## src/rtl/code_lock.sv

```systemverilog
// Two-digit sequential combination lock: synchronised key entry, unlock pulse,
// failed-attempt counter and timed lockout (lockout enabled by CODE_LOCK_LOCKOUT_EN).
module code_lock #(
  parameter logic [3:0]  CODE_HI       = 4'd5,
  parameter logic [3:0]  CODE_LO       = 4'd7,
  parameter int unsigned MAX_FAILS     = 3,
  parameter int unsigned UNLOCK_CYCLES = 50_000_000,
  parameter int unsigned LOCK_CYCLES   = 250_000_000
) (
  input  logic       clk,
  input  logic       reset_n,
  input  logic       key_n,
  input  logic [3:0] digit,
  output logic       unlock,
  output logic       locked_out,
  output logic [1:0] fails,
  output logic [3:0] last_digit,
  output logic       expect_lo
);

  localparam int unsigned MAX_CYC = (UNLOCK_CYCLES > LOCK_CYCLES) ? UNLOCK_CYCLES : LOCK_CYCLES;
  localparam int unsigned CNT_W   = $clog2(MAX_CYC) + 1;
  localparam int unsigned FAIL_W  = 2;

  typedef enum logic [1:0] {
    ST_IDLE    = 2'd0,
    ST_GOT1    = 2'd1,
    ST_OPEN    = 2'd2
`ifdef CODE_LOCK_LOCKOUT_EN
    ,
    ST_LOCKOUT = 2'd3
`endif
  } state_e;

  state_e              state_q, state_d;
  logic [CNT_W-1:0]    cnt_q, cnt_d;
  logic [FAIL_W-1:0]   fails_q, fails_d;
  logic [3:0]          last_q, last_d;
  logic                sync1_q, sync1_d;
  logic                sync2_q, sync2_d;
  logic                sync3_q, sync3_d;
  logic                unlock_q, unlock_d;
  logic                expect_lo_q, expect_lo_d;
  logic                press_c;
  logic                fail_c;
  logic                digit_hi_c;
  logic                digit_lo_c;

  // Synchroniser + edge detect: one pulse per synchronised high->low transition
  assign press_c    = sync3_q & ~sync2_q;
  assign digit_hi_c = (digit == CODE_HI) && (digit <= 4'd9);
  assign digit_lo_c = (digit == CODE_LO) && (digit <= 4'd9);

`ifdef CODE_LOCK_LOCKOUT_EN
  logic locked_out_q, locked_out_d;
`endif

  // State register and all registered outputs
  always_ff @(posedge clk or negedge reset_n) begin
    if (!reset_n) begin
      state_q     <= ST_IDLE;
      cnt_q       <= '0;
      fails_q     <= '0;
      last_q      <= 4'h0;
      sync1_q     <= 1'b1;
      sync2_q     <= 1'b1;
      sync3_q     <= 1'b1;
      unlock_q    <= 1'b0;
      expect_lo_q <= 1'b0;
`ifdef CODE_LOCK_LOCKOUT_EN
      locked_out_q <= 1'b0;
`endif
    end else begin
      state_q     <= state_d;
      cnt_q       <= cnt_d;
      fails_q     <= fails_d;
      last_q      <= last_d;
      sync1_q     <= sync1_d;
      sync2_q     <= sync2_d;
      sync3_q     <= sync3_d;
      unlock_q    <= unlock_d;
      expect_lo_q <= expect_lo_d;
`ifdef CODE_LOCK_LOCKOUT_EN
      locked_out_q <= locked_out_d;
`endif
    end
  end

  // Next-state, timer and counter logic
  always_comb begin
    state_d     = state_q;
    cnt_d       = cnt_q;
    fails_d     = fails_q;
    last_d      = last_q;
    sync1_d     = key_n;
    sync2_d     = sync1_q;
    sync3_d     = sync2_q;
    fail_c      = 1'b0;
    unlock_d    = 1'b0;
    expect_lo_d = 1'b0;
`ifdef CODE_LOCK_LOCKOUT_EN
    locked_out_d = 1'b0;
`endif

    case (state_q)
      ST_IDLE: begin
        if (press_c) begin
          last_d = digit;
          if (digit_hi_c) begin
            state_d = ST_GOT1;
          end else begin
            fail_c = 1'b1;
          end
        end
      end
      ST_GOT1: begin
        // A repeated first digit is a failure, not a restart
        if (press_c) begin
          last_d = digit;
          if (digit_lo_c) begin
            state_d = ST_OPEN;
            fails_d = '0;
            cnt_d   = CNT_W'(UNLOCK_CYCLES - 1);
          end else begin
            fail_c = 1'b1;
          end
        end
      end
      ST_OPEN: begin
        if (cnt_q == '0) begin
          state_d = ST_IDLE;
        end else begin
          cnt_d = cnt_q - CNT_W'(1);
        end
      end
`ifdef CODE_LOCK_LOCKOUT_EN
      ST_LOCKOUT: begin
        if (cnt_q == '0) begin
          state_d = ST_IDLE;
          fails_d = '0;
        end else begin
          cnt_d = cnt_q - CNT_W'(1);
        end
      end
`endif
      default: begin
        state_d = ST_IDLE;
      end
    endcase

    if (fail_c) begin
`ifdef CODE_LOCK_LOCKOUT_EN
      fails_d = fails_q + FAIL_W'(1);
      if ((32'(fails_q) + 32'd1) == MAX_FAILS) begin
        state_d = ST_LOCKOUT;
        cnt_d   = CNT_W'(LOCK_CYCLES - 1);
      end else begin
        state_d = ST_IDLE;
      end
`else
      if (32'(fails_q) < MAX_FAILS) begin
        fails_d = fails_q + FAIL_W'(1);
      end
      state_d = ST_IDLE;
`endif
    end

    // Outputs track the state being entered so they change on the same edge
    unlock_d    = (state_d == ST_OPEN);
    expect_lo_d = (state_d == ST_GOT1);
`ifdef CODE_LOCK_LOCKOUT_EN
    locked_out_d = (state_d == ST_LOCKOUT);
`endif
  end

  assign unlock     = unlock_q;
  assign expect_lo  = expect_lo_q;
  assign fails      = fails_q;
  assign last_digit = last_q;
`ifdef CODE_LOCK_LOCKOUT_EN
  assign locked_out = locked_out_q;
`else
  assign locked_out = 1'b0;
`endif

endmodule

```

## config.mk

```make
export PLATFORM = sky130hd
export DESIGN_NAME = code_lock
export DESIGN_NICKNAME = d
export VERILOG_FILES = /design/src/rtl/code_lock.sv
export SDC_FILE = /design/constraint.sdc
export NUM_CORES = 1
export LEC_CHECK = 0
export CAP_MARGIN = 15
export CORE_MARGIN = 10
export CORE_UTILIZATION = 50
export DETAILED_ROUTE_END_ITERATION = 8
export PLACE_DENSITY = 0.76
export RECOVER_POWER = 25
export SYNTH_ARGS = -nofsm -noshare
export SYNTH_HDL_FRONTEND = slang
export SYNTH_SLANG_ARGS = --single-unit
```

## constraint.sdc

```tcl
create_clock -name clk -period 2.3 [get_ports clk]
set_input_delay 0.23 -clock clk [delete_from_list [all_inputs] [get_ports clk]]
set_output_delay 0.23 -clock clk [all_outputs]
set_load 0.1 [all_outputs]
```

Word-level counts from Yosys, hierarchy flattened
Index checks and enable logic that the tools add are counted.
Operators by class
  bitwise logic cells: 2
  multiplexer cells: 21
  equality and inequality tests: 9
  reductions and logical operators: 8
  add/sub/neg operators: 2
  magnitude comparators: 2
Operators with widths (number)
  29-bit two-way mux: 3
  29-bit case mux with 2 select lines: 1
  29-bit zero test: 1
  29-bit by 1-bit subtractor with 29-bit output (second input constant): 1
  2-bit two-way mux: 11
  4-bit by 3-bit == test with 1-bit output (second input constant): 2
  2-bit inequality test (second input constant): 3
  2-bit case mux with 3 select lines: 1
  2-bit by 1-bit == test with 1-bit output (second input constant): 2
  2-bit == test (second input constant): 2
  4-bit less-or-equal comparator (second input constant): 1
  1-bit two-way mux: 4
  4-bit AND reduction: 1
  2-bit by 1-bit adder with 2-bit output (second input constant): 1
  1-bit logical AND: 2
  2-bit zero test: 1
  2-bit < comparator (second input constant): 1
  1-bit case mux with 2 select lines: 1
  2-bit AND reduction: 1
  2-bit nonzero test: 1
  2-bit OR reduction: 1
  1-bit bitwise AND: 1
  1-bit NOT: 1
Storage, ports and cells
  bits of input ports: 7
  output and inout port bits: 9
  register bits after elaboration: 42
  word-level logic and storage cells: 53

Logic depth before layout (Yosys ltp)
Gate-level depths: netlist of the first run.
  word-level depth: 7
  mapped depth: 8

Least setup slack after synthesis of the first run
No wires, ideal clock.
  path type: register to register
  start point: reg cnt_q[20]
  end point: reg cnt_q[13]
  slack: -209 ps
  path buffers: 2
  required time: 2169 ps
  arrival: 2378 ps
  cell stages (with the launch flop): 8
  cell sequence: dfrtp_1 -> or4_1 -> buf_2 -> or3_4 -> o41ai_4 -> buf_6 -> nor4_1 -> or3_1
On the way
  cells in the longest elaborated chain, start to end: 3
RTL lines
  from (decl): line 36  | logic [CNT_W-1:0] cnt_q, cnt_d;
  from (signal assigned): line 75  | cnt_q <= cnt_d;
  29-bit zero test: line 130  | if (cnt_q == '0) begin
  2-bit inequality test (no line)
  4-bit AND reduction (no line)
Every way passes these cells.
A chain may end at the register's enable or synchronous reset.

Worst setup path in the final report of the first run
  start point: reg cnt_q[1]
  end point: reg cnt_q[6]
On the way
  cells in the longest elaborated chain, start to end: 3
  elaborated cells between the ends (all ways): 6
  those cells by class: 1 x add/sub; 1 x eq/ne; 2 x mux; 2 x reduce/logical
RTL lines (line)
  29-bit by 1-bit subtractor with 29-bit output / 29-bit zero test (equally long branches): 133, 130
  29-bit two-way mux / 2-bit inequality test (equally long branches)
  29-bit case mux with 2 select lines / 4-bit AND reduction (equally long branches)
Parallel ways exist; a longest one is shown, timed or not. The select of a mux whose other input is x is not followed.

==> impl_metrics.tcl, run 1 <==
set metrics [dict create \
    final_cell_mix "buf_4 (51), dfrtp_1 (38), nand2_1 (19)" \
    crit_top_cell "buf_4" \
    drive_above_1_share 0.342 \
    worstPathMaxFanout 6 \
    critical-path-max-stage-delay_ns 0.41 \
    fin_skew_ns 0.00630 \
    drt-vias-per-instance 6.00 \
    status "complete, but fails checks" \
    rows 23 \
    clkTransAtPathRegs_ns 0.08 \
    worstPathArrival_ns 2.59 \
    cap_violations 0 \
    vias 1914 \
    period_needed_ns 2.36 \
    tightest_slew_ns 0.930 \
    hold_viol 0 \
    ff_latch_area_um2 1060 \
    post-route-util 0.696 \
    gp_congestion 0.838 \
    cts_made_buffers 5 \
    dieArea_um2 7350 \
    multi_input_area_um2 1150 \
    cts_tree "built" \
    port_buffers 14 \
    die_h_um 85.7 \
    synth_seq_cells 42 \
    clk_latency_ns 0.31 \
    rsz0062_at_grt "true" \
    htreeDepth 2 \
    place_area_um2 2580 \
    finish.instance_area_um2 2850 \
    crit_path_end_kind "flop" \
    drt_iter0_markers 129 \
    hold_class "input pin to asynchronous set/reset pin" \
    crit_required_ns 2.54 \
    violations "negative setup slack" \
    synth-async-reset-ratio 1.00 \
    track_usage 0.144 \
    fp.dieW_um 85.7 \
    final_common_cell "buf_4" \
    synthCells 210 \
    dr.pass1.iters 4 \
    yosysWarnings 0 \
    wl_um 5360 \
    grt_max_degree 43 \
    max_freq_mhz 424 \
    grt_first_pass_wirelength_um 8690 \
    leakage_nw 1.03 \
    synth_top_flop_cell "dfrtp_1" \
    routedWlPerCell_um 16.8 \
    area_growth_syn_to_layout_pct 31.7 \
    rrSetupSlack_ns -0.06 \
    overflow 0 \
    drc 0 \
    finalMaxSlewViolations 0 \
    fillers 324 \
    ys_seq_area_frac 0.488 \
    crit_path_top_delay_cell "dfrtp_1" \
    fin_crit_sh 1.03 \
    grt_antenna_before_repair 0 \
    r2r_start "cnt_q[1]" \
    pin_count 16 \
    n_antenna_cell 0 \
    syn_avg_cell_area_um2 10.3 \
    r2r_cells 9 \
    cts_max_path_buffers 2 \
    dp_hpwl_um 3510 \
    cts_root_buf "clkbuf_8" \
    crit_chain "inv_1 -> ha_4 -> or3b_4 -> or3_4 -> buf_4 -> o41ai_2 -> buf_4 -> or4_1 -> mux2i_1" \
    syn-cell-area_um2 2160 \
    slew_headroom 0.380 \
    ant_nets 0 \
    r2r_end "cnt_q[6]" \
    layout.nets 277 \
    p_per_area_nw_per_um2 766 \
    synth_nets 219 \
    ir_worst_vdd_mv 0.576 \
    worst_slack_ns -0.0580 \
    ys_types 46 \
    first_global_vias 1818 \
    critPathKind "flop to flop" \
    synth_edf_count 0 \
    core_area_um2 4090 \
    setup_viol 9 \
    initial_core_util 0.528 \
    start_kind "flop" \
    cts_sinks 42 \
]
## metrics by stage
step,setup slack [ns],total power [W],cells,hold WS [ns],TNS [ns]
global route,-0.106,0.00229,319,0.115,-1.03
detailed placement,-0.0971,0.00151,303,0.356,-0.457
CTS,-0.0161,0.00213,315,0.0826,-0.0240
global placement,-0.0413,0.00149,303,0.346,-0.0677
floorplan,-0.140,0.00130,210,-0.0656,-0.302
finish,-0.0580,0.00218,319,0.0497,-0.207
## power by group
part | leakage, nW | internal (W) | switching (W)
sequential | 0.446 | 0.000826 | 0.0000868
combinational | 0.525 | 0.000260 | 0.000412
clock | 0.0585 | 0.000325 | 0.000269
## critical path, delay by kind of cell (launching register included)
family | cells | cell delay [ns]
mux | 1 | 0.17
simple gates | 3 | 0.89
flops | 1 | 0.41
buf+inv | 3 | 0.47
compound gates | 1 | 0.23
fa+ha+maj | 1 | 0.13
## sequential cells by signal, summed over array words and instances (netlist names)
name / flops
cnt_q: 29
expect_lo: 1
fails: 2
last_digit: 4
state_q: 2
sync1_q: 1
sync2_q: 1
sync3_q: 1
unlock: 1
## area by class of cell
| cell class | instances | area share |
|---|---|---|
| multi-input cells | 158 | 0.403 |
| flip-flops and latches | 42 | 0.371 |
| repair buffers | 59 | 0.162 |
| clock buffers | 5 | 0.0242 |
| well taps | 50 | 0.0220 |
| clock inverters | 3 | 0.0154 |
| inverters | 2 | 0.00264 |
## worst max path at each step
stage / slack, ns / startpoint / endpoint
after floorplan: -0.14 / cnt_q[0] / cnt_q[13]
after global placement: -0.04 / cnt_q[1] / cnt_q[24]
after detailed placement: -0.1 / cnt_q[1] / cnt_q[24]
after CTS: -0.02 / cnt_q[1] / cnt_q[4]
after global routing: -0.11 / cnt_q[1] / cnt_q[27]
final: -0.06 / cnt_q[1] / cnt_q[6]
## kinds of logic (layout without fill, tap and decap cells)
kind of cell    Yosys count  in the layout  synth area share
simple gates            100            100             0.267
flops                    42             42             0.488
compound gates           39             39             0.137
buf+inv                  10             69            0.0232
xor+xnor                  9              9            0.0365
mux                       7              7            0.0348
fa+ha+maj                 2              2            0.0116
other cells               1              1           0.00174
## cell usage after synthesis (2+ instances only)
cell       instances  area share
a2111oi_0          2      0.0081
a31oi_1            3      0.0087
nor2b_1            2      0.0058
nand3_1            6       0.014
o31ai_1            9       0.031
o21ai_0            5       0.012
o211ai_1           2      0.0070
dfstp_2            3       0.037
nand2_1           19       0.033
ha_1               2       0.012
clkbuf_1           5      0.0087
a211oi_1           4       0.014
inv_1              2      0.0035
nor4_1             8       0.023
nand4_1            4       0.012
nor2_1            14       0.024
a21oi_1            8       0.019
xnor2_1            6       0.024
and4_1             2      0.0081
or3_1              9       0.026
mux2i_1            3       0.014
nand2b_1           3      0.0087
or4_1             15       0.052
nor3b_1            2      0.0070
nor4b_1            2      0.0081
mux2_2             4       0.021
xor2_1             3       0.012
dfrtp_1           39        0.45
nor3_1             7       0.016
## what timing repair did
action | CTS | global route
buffers inserted | 4 | 4
hold buffers | 0 | 0
gates resized for setup | 6 | 14
endpoints found under the setup margin | 15 | 24
pin swaps | 6 | 4
## layer usage
metal,GRT usage,vias up,share of wire
li1,-,917,-
met1,0.182,929,0.45
met2,0.225,56,0.48
met3,0.0360,12,0.049
met4,0.0629,0,0.022
met5,0,-,0
(Power assumes the default switching activity.)
==> run 2, diff against run 1 <==
--- a/config.mk
+++ b/config.mk
@@ -11,6 +11,7 @@
 export DETAILED_ROUTE_END_ITERATION = 8
 export PLACE_DENSITY = 0.76
 export RECOVER_POWER = 25
+export REMOVE_ABC_BUFFERS = 1
 export SYNTH_ARGS = -nofsm -noshare
 export SYNTH_HDL_FRONTEND = slang
 export SYNTH_SLANG_ARGS = --single-unit
==> constraint.sdc (replaced) <==
create_clock -name clk -period 2 [get_ports clk]
set_input_delay 0.2 -clock clk [delete_from_list [all_inputs] [get_ports clk]]
set_output_delay 0.2 -clock clk [all_outputs]
set_load 0.1 [all_outputs]
==> run 2 against run 1 <==
Compared with the run above:
- the run still ends with negative setup slack left
- setup slack worse by 0.29 ns
- die area stayed put
- via count is 4.5% higher
- sequential share of layout area is 3.8 points lower
- final cell count is 8.8% higher
- largest power group unchanged
- highest routed layer unchanged
==> impl_metrics.tcl, run 2 (synthesis results as in run 1) <==
set metrics [dict create \
    status "complete, but fails checks" \
    violations "negative setup slack" \
    p_per_area_nw_per_um2 776 \
    finalMaxSlewViolations 0 \
    gp_congestion 0.871 \
    dpl.cell_count 329 \
    grt_first_pass_wirelength_um 9970 \
    n_antenna_cell 0 \
    cts_made_buffers 5 \
    start_kind "flop" \
    leakage_nw 1.22 \
    critPathKind "flop to flop" \
    fp.dieW_um 85.7 \
    worstPathArrival_ns 2.53 \
    crit_required_ns 2.17 \
    crit_path_top_delay_cell "o41a_1" \
    area_growth_syn_to_layout_pct 46.4 \
    clkTransAtPathRegs_ns 0.08 \
    tightest_slew_ns 1.07 \
    clk_latency_ns 0.30 \
    cts_max_path_buffers 2 \
    grt_antenna_before_repair 0 \
    grt_max_degree 43 \
    cts_tree "built" \
    rsz0062_at_grt "true" \
    port_buffers 14 \
    top_register "cnt_q" \
    drc 0 \
    dp_hpwl_um 3830 \
    routedWlPerCell_um 16.7 \
    max_freq_mhz 425 \
    cts_root_buf "clkbuf_8" \
    first_global_vias 2084 \
    preCtsSetupSlack_ns -0.373 \
    wl_um 5790 \
    largest_register_ffs 29 \
    htreeDepth 2 \
    crit_chain "or4_4 -> or3_4 -> o41a_1 -> a211oi_2 -> a31oi_1" \
    vias 2000 \
    crit_path_end_kind "flop" \
    cts_sinks 42 \
    dieArea_um2 7350 \
    fin_skew_ns 0.00340 \
    drive_above_1_share 0.421 \
    hold_viol 0 \
    overflow 0 \
    drt-vias-per-instance 5.76 \
    initial_core_util 0.528 \
    fin_cells 347 \
    critical-path-max-stage-delay_ns 0.56 \
    cp_num_buf_inv 0 \
    rows 23 \
    pin_count 16 \
    drt_iter0_markers 138 \
    dr.pass1.iters 4 \
    period_needed_ns 2.35 \
    fin_crit_sh 1.18 \
    cp_top_family "simple AND/OR/NAND/NOR gates" \
    final_cell_mix "buf_4 (69), dfrtp_1 (39), nand2_1 (19)" \
    worst_slack_ns -0.351 \
    power.total_w 0.00245 \
    track_usage 0.165 \
    setup_viol 27 \
    cap_violations 0 \
    worstPathMaxFanout 7 \
    final_common_cell "buf_4" \
    layout.nets 305 \
    core_area_um2 4090 \
    die_h_um 85.7 \
    hold_class "flop to flop" \
    rrSetupSlack_ns -0.35 \
    slew_headroom 0.287 \
    ir_worst_vdd_mv 0.835 \
    ant_nets 0 \
]
-- run 2: cell count changes in the layout (fill, tap and decap cells not counted), sizes merged --
cell,delta
buf,+26
clkbuf,+3
bufinv,-1
dlygate4sd3,+1
inv,-1
-- run 2: metal layers --
metal | global-route usage | share of wire
met1 | 0.190 | 0.42
met4 | 0.0554 | 0.015
met5 | 0 | 0
met3 | 0.0416 | 0.036
met2 | 0.290 | 0.53
-- run 2: worst register-to-register path: cells and delay by family, from the launching register on --
| kind | cells | cell delay (ns) |
|---|---|---|
| compound gates | 3 | 0.87 |
| simple gates | 2 | 0.97 |
| flops | 1 | 0.38 |
-- run 2: worst paths after layout --
check	from	end	cells after the start
setup / recovery	cnt_q[24]	cnt_q[2]	5
hold / removal	sync1_q	sync2_q	0
setup reg to reg	cnt_q[24]	cnt_q[2]	5
hold reg to reg	sync1_q	sync2_q	0
max in group asynchronous	reset_n	cnt_q[6]	3
min in group asynchronous	reset_n	cnt_q[18]	3
-- run 2: layout make-up --
cell class	instances	area, um2
Multi-Input combinational cell	158	1240
Sequential cell	42	1050
Clock buffer	7	86.3
Inverter	2	7.51
Tap cell	50	62.6
Clock inverter	1	5.00
Timing Repair Buffer	87	701
Fill cell	266	925
-- run 2: through the flow --
stage | setup TNS, ns | utilization | cell area (um2) | hold slack (ns)
after floorplan | -7.62 | - | 2120 | -0.0956
after global placement | -7.12 | 0.677 | 2770 | 0.294
after detailed placement | -7.84 | 0.677 | 2770 | 0.299
after CTS | -5.73 | 0.749 | 3060 | 0.314
after global routing | -9.00 | 0.774 | 3160 | 0.372
final | -6.67 | 0.774 | 3160 | 0.364
-- run 2: power by group --
group          switching (W)  total, W  internal (W)
Combinational       0.000525  0.000853      0.000329
Sequential         0.0000722   0.00102      0.000948
Clock               0.000301  0.000580      0.000279
-- run 2: timing repair --
item,CTS,global route
hold buffers,1,0
gates resized for setup,31,14
pin swaps,16,13
gates cloned,0,0
setup endpoints to repair,28,31
hold endpoints to repair,39,0
buffers inserted,7,4
==> run 3, diff against run 2 <==
--- a/config.mk
+++ b/config.mk
@@ -9,6 +9,7 @@
 export CORE_MARGIN = 10
 export CORE_UTILIZATION = 50
 export DETAILED_ROUTE_END_ITERATION = 8
+export GPL_TIMING_DRIVEN = 0
 export PLACE_DENSITY = 0.76
 export RECOVER_POWER = 25
 export REMOVE_ABC_BUFFERS = 1
==> run 3 against run 2 <==
Compared with the run above:
- the flow still finishes with violations (negative setup slack)
- first-iteration DRC count grew 1.4%
- die area is the same
- total power grew 3.5%
- clock-buffer cell count shrank 2
- largest cell class unchanged
==> impl_metrics.tcl, run 3 (synthesis results as in run 1) <==
set metrics [dict create \
    first_global_vias 1937 \
    final_cell_mix "dfrtp_1 (34), buf_4 (29), nand2_1 (17)" \
    largest_register_ffs 29 \
    worst_slack_ns -0.424 \
    worstPathMaxFanout 5 \
    drive_above_1_share 0.383 \
    fp.dieW_um 85.7 \
    clkPwrFrac 0.275 \
    cts_max_path_buffers 2 \
    cts_made_buffers 5 \
    clk_latency_ns 0.31 \
    worstPathArrival_ns 2.66 \
    layout.nets 269 \
    pin_count 16 \
    crit_required_ns 2.24 \
    start_kind "flop" \
    tightest_slew_ns 0.974 \
    fin_setup_tns_ns -7.96 \
    rsz0062_at_grt "true" \
    p_sw_frac 0.365 \
    cp_num_buf_inv 2 \
    area_growth_syn_to_layout_pct 38.8 \
    crit_path_top_delay_cell "or4_4" \
    gp_congestion 0.864 \
    dieArea_um2 7350 \
    htreeDepth 2 \
    core_area_um2 4090 \
    crit_chain "or4_4 -> or3_4 -> buf_6 -> o41ai_4 -> buf_4 -> o31ai_2 -> a21oi_1" \
    overflow 0 \
    initial_core_util 0.528 \
    pwr-share-seq 0.422 \
    wl_um 5690 \
    rows 23 \
    routedWlPerCell_um 18.3 \
    port_buffers 14 \
    drt-vias-per-instance 6.18 \
    dpl.cell_count 267 \
    grt_first_pass_wirelength_um 9330 \
    slew_headroom 0.349 \
    vias 1923 \
    cts_root_buf "clkbuf_8" \
    grt_max_degree 27 \
    fin_skew_ns 0.00511 \
    period_needed_ns 2.42 \
    leakage_nw 1.06 \
    setup_viol 29 \
    violations "negative setup slack" \
    grt_antenna_before_repair 0 \
    hold_class "flop to flop" \
    internal-power_w 0.00161 \
    critical-path-max-stage-delay_ns 0.55 \
    dp_hpwl_um 3130 \
    cp_top_family "simple AND/OR/NAND/NOR gates" \
    ir_worst_vdd_mv 0.769 \
    ant_nets 0 \
    crit_path_end_kind "flop" \
    max_freq_mhz 412 \
    cts_tree "built" \
    clkTransAtPathRegs_ns 0.09 \
    die_h_um 85.7 \
    n_antenna_cell 0 \
    cts_sinks 42 \
    dr.pass1.iters 4 \
    top_register "cnt_q" \
    hold_viol 0 \
    final_common_cell "dfrtp_1" \
    drc 0 \
    p_per_area_nw_per_um2 847 \
    track_usage 0.154 \
    fin_cells 311 \
    critPathKind "flop to flop" \
    preCtsSetupSlack_ns -0.807 \
    cap_violations 0 \
    status "complete, but fails checks" \
    drt_iter0_markers 140 \
    fin_crit_sh 1.21 \
    p_switching_w 0.000928 \
    finalMaxSlewViolations 0 \
    p_comb_frac 0.303 \
]
==> run 3: cell type report <==
class	instances	area [um2]
flip-flops and latches	42	1060
fillers	279	1090
multi-input cells	158	1310
repair buffers	51	447
well taps	50	62.6
inverters	2	7.51
clock inverters	3	45.0
clock buffers	5	68.8
==> run 3: final timing paths <==
path / cells past startpoint / slack, ns / end / start
setup / recovery: 7 / -0.42 / cnt_q[8] / cnt_q[25]
hold / removal: 0 / 0.36 / sync2_q / sync1_q
setup reg to reg: 7 / -0.42 / cnt_q[8] / cnt_q[25]
hold reg to reg: 0 / 0.36 / sync2_q / sync1_q
max in group asynchronous: 3 / 0.73 / sync1_q / reset_n
min in group asynchronous: 2 / 0.55 / cnt_q[26] / reset_n
==> run 3: layer usage <==
metal  vias up  wire length, um  global-route usage
met3        10              258              0.0454
met4         0               84              0.0659
met1       965             2440               0.188
met2        42             2920               0.246
met5         -                0                   0
li1        906                -                   -
==> run 3: timing repair <==
item / in CTS / in global routing
endpoints found under the setup margin: 38 / 33
pin swaps: 24 / 23
resized for setup: 41 / 26
endpoints found under the hold margin: 16 / 0
buffers inserted: 21 / 14
hold buffers: 1 / 0
==> run 3: power by group through the flow <==
stage | combinational, W | sequential [W] | clock (W)
after CTS | 0.000674 | 0.00105 | 0.000697
after floorplan | 0.000196 | 0.00129 | 0
final | 0.000769 | 0.00107 | 0.000699
after detailed placement | 0.000584 | 0.00106 | 0
after global routing | 0.000811 | 0.00109 | 0.000741
after global placement | 0.000569 | 0.00106 | 0
==> run 3: stage by stage <==
step / power, W / cell area (um2) / hold WS [ns] / util
after floorplan: 0.00149 / 2120 / -0.0956 / -
after global placement: 0.00163 / 2320 / 0.346 / 0.568
after detailed placement: 0.00165 / 2330 / 0.153 / 0.571
after CTS: 0.00242 / 2790 / 0.300 / 0.682
after global routing: 0.00264 / 3000 / 0.371 / 0.733
final: 0.00254 / 3000 / 0.363 / 0.733
